`src/rtl/ifetch_pkg.sv`:
```
// ifetch_pkg: shared types and helpers for the instruction-fetch buffer.
//   addr_t / instr_t  : 16-bit fetch address and instruction
//   fetch_entry_t     : instruction-queue entry {instr, pc}
//   INSTR_BYTES       : PC step per fetched instruction
//   sat_add32         : saturating 32-bit add for the optional perf counters
package ifetch_pkg;

    typedef logic [15:0] addr_t;
    typedef logic [15:0] instr_t;

    typedef struct packed {
        instr_t instr;
        addr_t  pc;
    } fetch_entry_t;

    localparam int INSTR_BYTES = 2;

    function automatic logic [31:0] sat_add32(input logic [31:0] a, input logic [31:0] b);
        logic [32:0] sum;
        sum = {1'b0, a} + {1'b0, b};
        return sum[32] ? 32'hFFFF_FFFF : sum[31:0];
    endfunction

endpackage

```
`src/rtl/ifetch_fifo.sv`:
```
// ifetch_fifo: synchronous FIFO, DEPTH entries (power of 2) of WIDTH bits.
//   clk, reset  : clock, asynchronous active-high reset
//   push_i      : write data_i at the tail (caller guarantees not full)
//   pop_i       : drop the head (caller guarantees not empty)
//   clear_i     : empty the FIFO; overrides push/pop
//   data_o      : head entry (registered storage, no bypass)
//   count_o     : occupancy 0..DEPTH
module ifetch_fifo #(
    parameter int WIDTH = 16,
    parameter int DEPTH = 4,
    localparam int AW = $clog2(DEPTH),
    localparam int CW = AW + 1
) (
    input  logic             clk,
    input  logic             reset,
    input  logic             push_i,
    input  logic             pop_i,
    input  logic             clear_i,
    input  logic [WIDTH-1:0] data_i,
    output logic [WIDTH-1:0] data_o,
    output logic [CW-1:0]    count_o
);

    logic [WIDTH-1:0] mem_q [DEPTH];
    logic [AW-1:0]    rd_ptr_q, wr_ptr_q;
    logic [CW-1:0]    count_q, count_d;

    assign count_d = count_q + CW'(push_i) - CW'(pop_i);

    // Storage is reset so the head reads as zero straight out of reset.
    always_ff @(posedge clk or posedge reset) begin
        if (reset) begin
            rd_ptr_q <= '0;
            wr_ptr_q <= '0;
            count_q  <= '0;
            for (int i = 0; i < DEPTH; i++) mem_q[i] <= '0;
        end else if (clear_i) begin
            rd_ptr_q <= '0;
            wr_ptr_q <= '0;
            count_q  <= '0;
        end else begin
            if (push_i) begin
                mem_q[wr_ptr_q] <= data_i;
                wr_ptr_q        <= wr_ptr_q + AW'(1);
            end
            if (pop_i) rd_ptr_q <= rd_ptr_q + AW'(1);
            count_q <= count_d;
        end
    end

    assign data_o  = mem_q[rd_ptr_q];
    assign count_o = count_q;

endmodule

```
`src/rtl/ifetch_buffer.sv`:
```
// ifetch_buffer: turns the PC's fetch address into in-order memory reads and
// queues returned instructions for decode. Credit based: fetches in flight,
// queued instructions and responses still to be discarded never exceed DEPTH.
//   clk, reset          : clock, asynchronous active-high reset
//   pc_addr_i / pc_en_o : PC value in, PC load enable out (request or flush)
//   mem_req_o/mem_addr_o: read request (always accepted), address = pc_addr_i
//   mem_rvalid_i/rdata_i: in-order read responses
//   flush_i             : redirect, discards queued and in-flight fetches
//   dec_valid_o/instr_o/pc_o, dec_ready_i : decode handshake on the queue head
// Optional (macro IFETCH_PERF_EN): stall_cycles_o, flushed_instrs_o counters.
module ifetch_buffer
    import ifetch_pkg::*;
#(
    parameter int DEPTH = 4
) (
    input  logic   clk,
    input  logic   reset,
    input  addr_t  pc_addr_i,
    output logic   pc_en_o,
    output logic   mem_req_o,
    output addr_t  mem_addr_o,
    input  logic   mem_rvalid_i,
    input  instr_t mem_rdata_i,
    input  logic   flush_i,
    output logic   dec_valid_o,
    output instr_t dec_instr_o,
    output addr_t  dec_pc_o,
    input  logic   dec_ready_i
`ifdef IFETCH_PERF_EN
    ,
    output logic [31:0] stall_cycles_o,
    output logic [31:0] flushed_instrs_o
`endif
);

    localparam int CW = $clog2(DEPTH) + 1;

    logic [CW-1:0] out_cnt;    // in-flight fetches == address-queue occupancy
    logic [CW-1:0] iq_cnt;
    logic [CW-1:0] drop_q, drop_d;
    logic [CW+1:0] credits_used;
    logic          rsp_accept, rsp_drop, rsp_any, iq_pop;
    addr_t         head_addr;
    fetch_entry_t  push_ent, head_ent;

    assign credits_used = {2'b00, out_cnt} + {2'b00, iq_cnt} + {2'b00, drop_q};

    // Gated by reset so the PC is frozen while the block is held in reset.
    assign mem_req_o  = !reset && !flush_i && (credits_used < (CW+2)'(DEPTH));
    assign pc_en_o    = !reset && (mem_req_o || flush_i);
    assign mem_addr_o = pc_addr_i;

    // A response with nothing outstanding and nothing to drop is ignored.
    assign rsp_drop   = mem_rvalid_i && (drop_q != '0);
    assign rsp_accept = mem_rvalid_i && (drop_q == '0) && (out_cnt != '0);
    assign rsp_any    = mem_rvalid_i && ((drop_q != '0) || (out_cnt != '0));
    assign iq_pop     = dec_valid_o && dec_ready_i;

    // On flush every outstanding fetch becomes a drop, less the response
    // that lands in the flush cycle itself.
    always_comb begin
        drop_d = drop_q;
        if (flush_i)       drop_d = drop_q + out_cnt - CW'(rsp_any);
        else if (rsp_drop) drop_d = drop_q - CW'(1);
    end

    always_ff @(posedge clk or posedge reset) begin
        if (reset) drop_q <= '0;
        else       drop_q <= drop_d;
    end

    ifetch_fifo #(.WIDTH($bits(addr_t)), .DEPTH(DEPTH)) u_addr_q (
        .clk     (clk),
        .reset   (reset),
        .push_i  (mem_req_o),
        .pop_i   (rsp_accept),
        .clear_i (flush_i),
        .data_i  (pc_addr_i),
        .data_o  (head_addr),
        .count_o (out_cnt)
    );

    assign push_ent = '{instr: mem_rdata_i, pc: head_addr};

    ifetch_fifo #(.WIDTH($bits(fetch_entry_t)), .DEPTH(DEPTH)) u_instr_q (
        .clk     (clk),
        .reset   (reset),
        .push_i  (rsp_accept),
        .pop_i   (iq_pop),
        .clear_i (flush_i),
        .data_i  (push_ent),
        .data_o  (head_ent),
        .count_o (iq_cnt)
    );

    assign dec_valid_o = (iq_cnt != '0);
    assign dec_instr_o = head_ent.instr;
    assign dec_pc_o    = head_ent.pc;

`ifdef IFETCH_PERF_EN
    logic [31:0] stall_q, flushed_q, flushed_inc;

    // Entries cleared by a flush exclude the one decode takes that cycle.
    always_comb begin
        flushed_inc = '0;
        if (flush_i)       flushed_inc = 32'(iq_cnt) - 32'(iq_pop) + 32'(rsp_any);
        else if (rsp_drop) flushed_inc = 32'd1;
    end

    always_ff @(posedge clk or posedge reset) begin
        if (reset) begin
            stall_q   <= '0;
            flushed_q <= '0;
        end else begin
            if (!mem_req_o && !flush_i) stall_q <= sat_add32(stall_q, 32'd1);
            flushed_q <= sat_add32(flushed_q, flushed_inc);
        end
    end

    assign stall_cycles_o   = stall_q;
    assign flushed_instrs_o = flushed_q;
`endif

endmodule

```
`config.mk`:
```
export PLATFORM = sky130hd
export DESIGN_NAME = ifetch_buffer
export DESIGN_NICKNAME = d
export VERILOG_FILES = /design/src/rtl/ifetch_pkg.sv /design/src/rtl/ifetch_fifo.sv /design/src/rtl/ifetch_buffer.sv
export SDC_FILE = /design/constraint.sdc
export NUM_CORES = 1
export LEC_CHECK = 0
export CAP_MARGIN = 20
export CORE_MARGIN = 2
export CORE_UTILIZATION = 30
export DETAILED_ROUTE_END_ITERATION = 7
export GPL_TIMING_DRIVEN = 1
export MAX_ROUTING_LAYER = met4
export PLACE_DENSITY = 0.49
export SLEW_MARGIN = 20
export SYNTH_ARGS = -nofsm -noshare
export SYNTH_HDL_FRONTEND = slang
export SYNTH_SLANG_ARGS = --single-unit
```
`constraint.sdc`:
```
create_clock -name clk -period 7.8 [get_ports clk]
set_input_delay 1.56 -clock clk [delete_from_list [all_inputs] [get_ports clk]]
set_output_delay 1.56 -clock clk [all_outputs]
set_load 0.005 [all_outputs]
```
==> impl_metrics.env <==
export IMPL_grt_overflow=0
export IMPL_drive_gt1_frac=0.415
export IMPL_top_usage_layer="met2"
export IMPL_grt_pass1_vias=6022
export IMPL_multi_input_area_mm2=0.00411
export IMPL_maxCapViolations=0
export IMPL_antenna_cells=0
export IMPL_clkTransAtPathRegs_ns=0.05
export IMPL_root_buffer="clkbuf_16"
export IMPL_worstSetupPathType="primary input to output pin"
export IMPL_via_per_inst=4.63
export IMPL_drc=0
export IMPL_place_gp_congestion=0.695
export IMPL_hold_slack_ns=0.485
export IMPL_ios=88
export IMPL_ant_nets=0
export IMPL_finalSetupViolCount=0
export IMPL_finalMaxSlewViolations=0
export IMPL_placed_area_mm2=0.0109
export IMPL_leakagePower_nw=5.26
export IMPL_grt_max_degree=210
export IMPL_tns_ns=0
export IMPL_cts_hold_buf=0
export IMPL_syn_cell_area_mm2=0.00980
export IMPL_path_cells="clkdlybuf4s50_1 > nor3_2 > nor3b_1 > o21a_1 > clkdlybuf4s50_1"
export IMPL_clkLatencyLatePin_ns=0.51
export IMPL_crit_path_end_kind="output pin"
export IMPL_fp_coreArea_mm2=0.0324
export IMPL_first_iter_violations=194
export IMPL_p_total_mw=3.69
export IMPL_outcome="finished clean"
export IMPL_track_usage=0.133
export IMPL_fillers=3110
export IMPL_cts_max_level=1
export IMPL_crit_slowest_cell="clkdlybuf4s50_1"
export IMPL_yosys_top_cells_area="dfrtp_1, mux2_2, mux4_2, ha_1, buf_6"
export IMPL_antenna_found_initial=0
export IMPL_start_kind="primary input"
export IMPL_power_density_mw_per_mm2=314
export IMPL_synth_nets=679
export IMPL_hold_path_class="flip-flop to flip-flop"
export IMPL_finalHoldViolations=0
export IMPL_power_share_switching=0.286
export IMPL_cpPeakStageDelay_ns=0.84
export IMPL_peakVddDrop_mv=0.150
export IMPL_slew_headroom=0.278
export IMPL_seq_area_mm2=0.00523
export IMPL_internal_power_mw=2.63
export IMPL_die_area_mm2=0.0341
export IMPL_synth_top_cell_area_share=0.534
export IMPL_fin_area_mm2=0.0117
export IMPL_p_seq_frac=0.394
export IMPL_worstMarginPinSlew_ns=1.08
export IMPL_first_pass_iters=4
export IMPL_cp_arrival_ns=4.17
export IMPL_met1_usage=0.170
export IMPL_combPwrFrac=0.302
export IMPL_crit_required_ns=6.24
export IMPL_io_buffers=87
export IMPL_max_freq_mhz=174
export IMPL_post_drt_wl_per_cell_um=18.6
export IMPL_cts_sinks=209
export IMPL_rows=66
export IMPL_synthToLayoutAreaGrowth_pct=19.9
export IMPL_ff2ff_setup_slack_ns=3.98
export IMPL_ys_warn_count=0
export IMPL_fin_skew_ns=0.00907
export IMPL_clock_path_buffers=3
export IMPL_min_period_over_period=0.735
export IMPL_die_h_um=185
export IMPL_cts_setup_buffers=0
export IMPL_worstPathMaxFanout=22
export IMPL_postSynthAreaPerCell_um2=15.9
export IMPL_die_x_um=185
export IMPL_power_switching_mw=1.06
export IMPL_hpwl_mm=13.3
export IMPL_use_met3=0.0182
export IMPL_cts_made_buffers=25
export IMPL_synthCells=616
export IMPL_ys_seq_area_frac=0.534
export IMPL_via_count=5297
export IMPL_grt_pass1_wl_mm=33.9
export IMPL_final_nets=749
export IMPL_cpMostUsedCell="clkdlybuf4s50_1"
export IMPL_synth_cell_types=34
export IMPL_drt_wl_total_mm=21.3
export IMPL_synth_area_leader_cell="dfrtp_1"
export IMPL_initial_core_util=0.303
export IMPL_fin_util=0.363
export IMPL_use_met2=0.223
export IMPL_grt_setup_unrepaired="false"
export IMPL_post_cts_resized=0
export IMPL_ys_ff_latch=209
export IMPL_p_clk_frac=0.304
export IMPL_tritoncts="built"
export IMPL_fin_crit_ns=5.73
==> per-layer routing <==
| metal | wire length (um) | vias to the layer above |
|---|---|---|
| met5 | 0 | - |
| met4 | 375 | 0 |
| met3 | 720 | 27 |
| met2 | 10700 | 81 |
| met1 | 9500 | 2855 |
| li1 | - | 2334 |
==> worst max-delay path: cells and delay by family <==
| family | cells | cell delay (ns) |
|---|---|---|
| and+or+nand+nor | 2 | 1.09 |
| buffers and inverters | 2 | 1.34 |
| AOI/OAI and AO/OA | 1 | 0.18 |
==> cell type report <==
class,instances,area share
sequential,209,0.445
tap,442,0.0471
clock inverter,7,0.00543
timing repair buffer,93,0.0808
inverter,24,0.00799
clock buffer,37,0.0631
multi-input combinational,333,0.350
==> cells by family after synthesis <==
family / count (synthesis) / share of synthesized area
muxes: 246 / 0.339
and+or+nand+nor: 42 / 0.0262
xor gates and xnor gates: 13 / 0.0116
DFF: 209 / 0.534
buffers and inverters: 74 / 0.0482
adders and majority gates: 26 / 0.0378
AOI/OAI and AO/OA: 6 / 0.00370
==> placed cells by master (no fill, tap or decap), drive strengths merged <==
cell type,n
o21ai,3
clkdlybuf4s50,87
o31a,1
nand3,2
nand2b,2
nor3b,1
nor3,7
xnor2,11
buf,6
nor2,12
inv,23
fa,6
nor4,2
a21oi,1
dfrtp,209
clkbuf,37
nand2,8
clkinv,6
and2,4
ha,20
clkinvlp,1
mux2i,4
bufinv,1
xor2,2
nor4b,1
nor2b,3
mux4,48
mux2,194
o21a,1
==> worst paths after layout <==
check                                     from               endpoint  cells past startpoint
setup / recovery                       flush_i                pc_en_o                      5
max in group asynchronous                reset  u_instr_q.rd_ptr_q[0]                      4
setup reg to reg           u_addr_q.count_o[1]    u_addr_q.count_o[2]                     12
hold / removal             u_instr_q.mem_q[86]    u_instr_q.mem_q[86]                      1
min in group asynchronous                reset    u_addr_q.count_o[1]                      3
hold reg to reg            u_instr_q.mem_q[86]    u_instr_q.mem_q[86]                      1
==> metrics by stage <==
stage	instances	setup slack, ns
final	1145	2.07
after floorplan	616	1.31
after detailed placement	1100	1.99
after CTS	1144	1.97
after global placement	1100	2.09
after global routing	1145	1.84
==> flip-flops by register name, indices dropped and copies added, names as in the netlist <==
register / count
drop_q: 3
u_addr_q.count_o: 3
u_addr_q.mem_q: 64
u_addr_q.rd_ptr_q: 2
u_addr_q.wr_ptr_q: 2
u_instr_q.count_o: 3
u_instr_q.mem_q: 128
u_instr_q.rd_ptr_q: 2
u_instr_q.wr_ptr_q: 2
==> power groups by stage <==
| stage | combinational (mW) | clock [mW] | sequential, mW |
|---|---|---|---|
| finish | 1.11 | 1.12 | 1.45 |
| global route | 1.22 | 1.21 | 1.48 |
| CTS | 1.14 | 1.17 | 1.45 |
| detailed placement | 1.13 | 0 | 1.47 |
| global placement | 1.09 | 0 | 1.44 |
| floorplan | 0.785 | 0 | 1.41 |
==> cells in the mapped netlist, drive strengths merged <==
master	instances
a21oi	1
and2	4
buf	39
clkbuf	11
dfrtp	209
fa	6
ha	20
inv	24
mux2	194
mux2i	4
mux4	48
nand2	8
nand2b	2
nand3	2
nor2	12
nor2b	3
nor3	7
nor3b	1
nor4	2
nor4b	1
o21a	1
o21ai	3
o31a	1
xnor2	11
xor2	2
(Power assumes the default switching activity.)
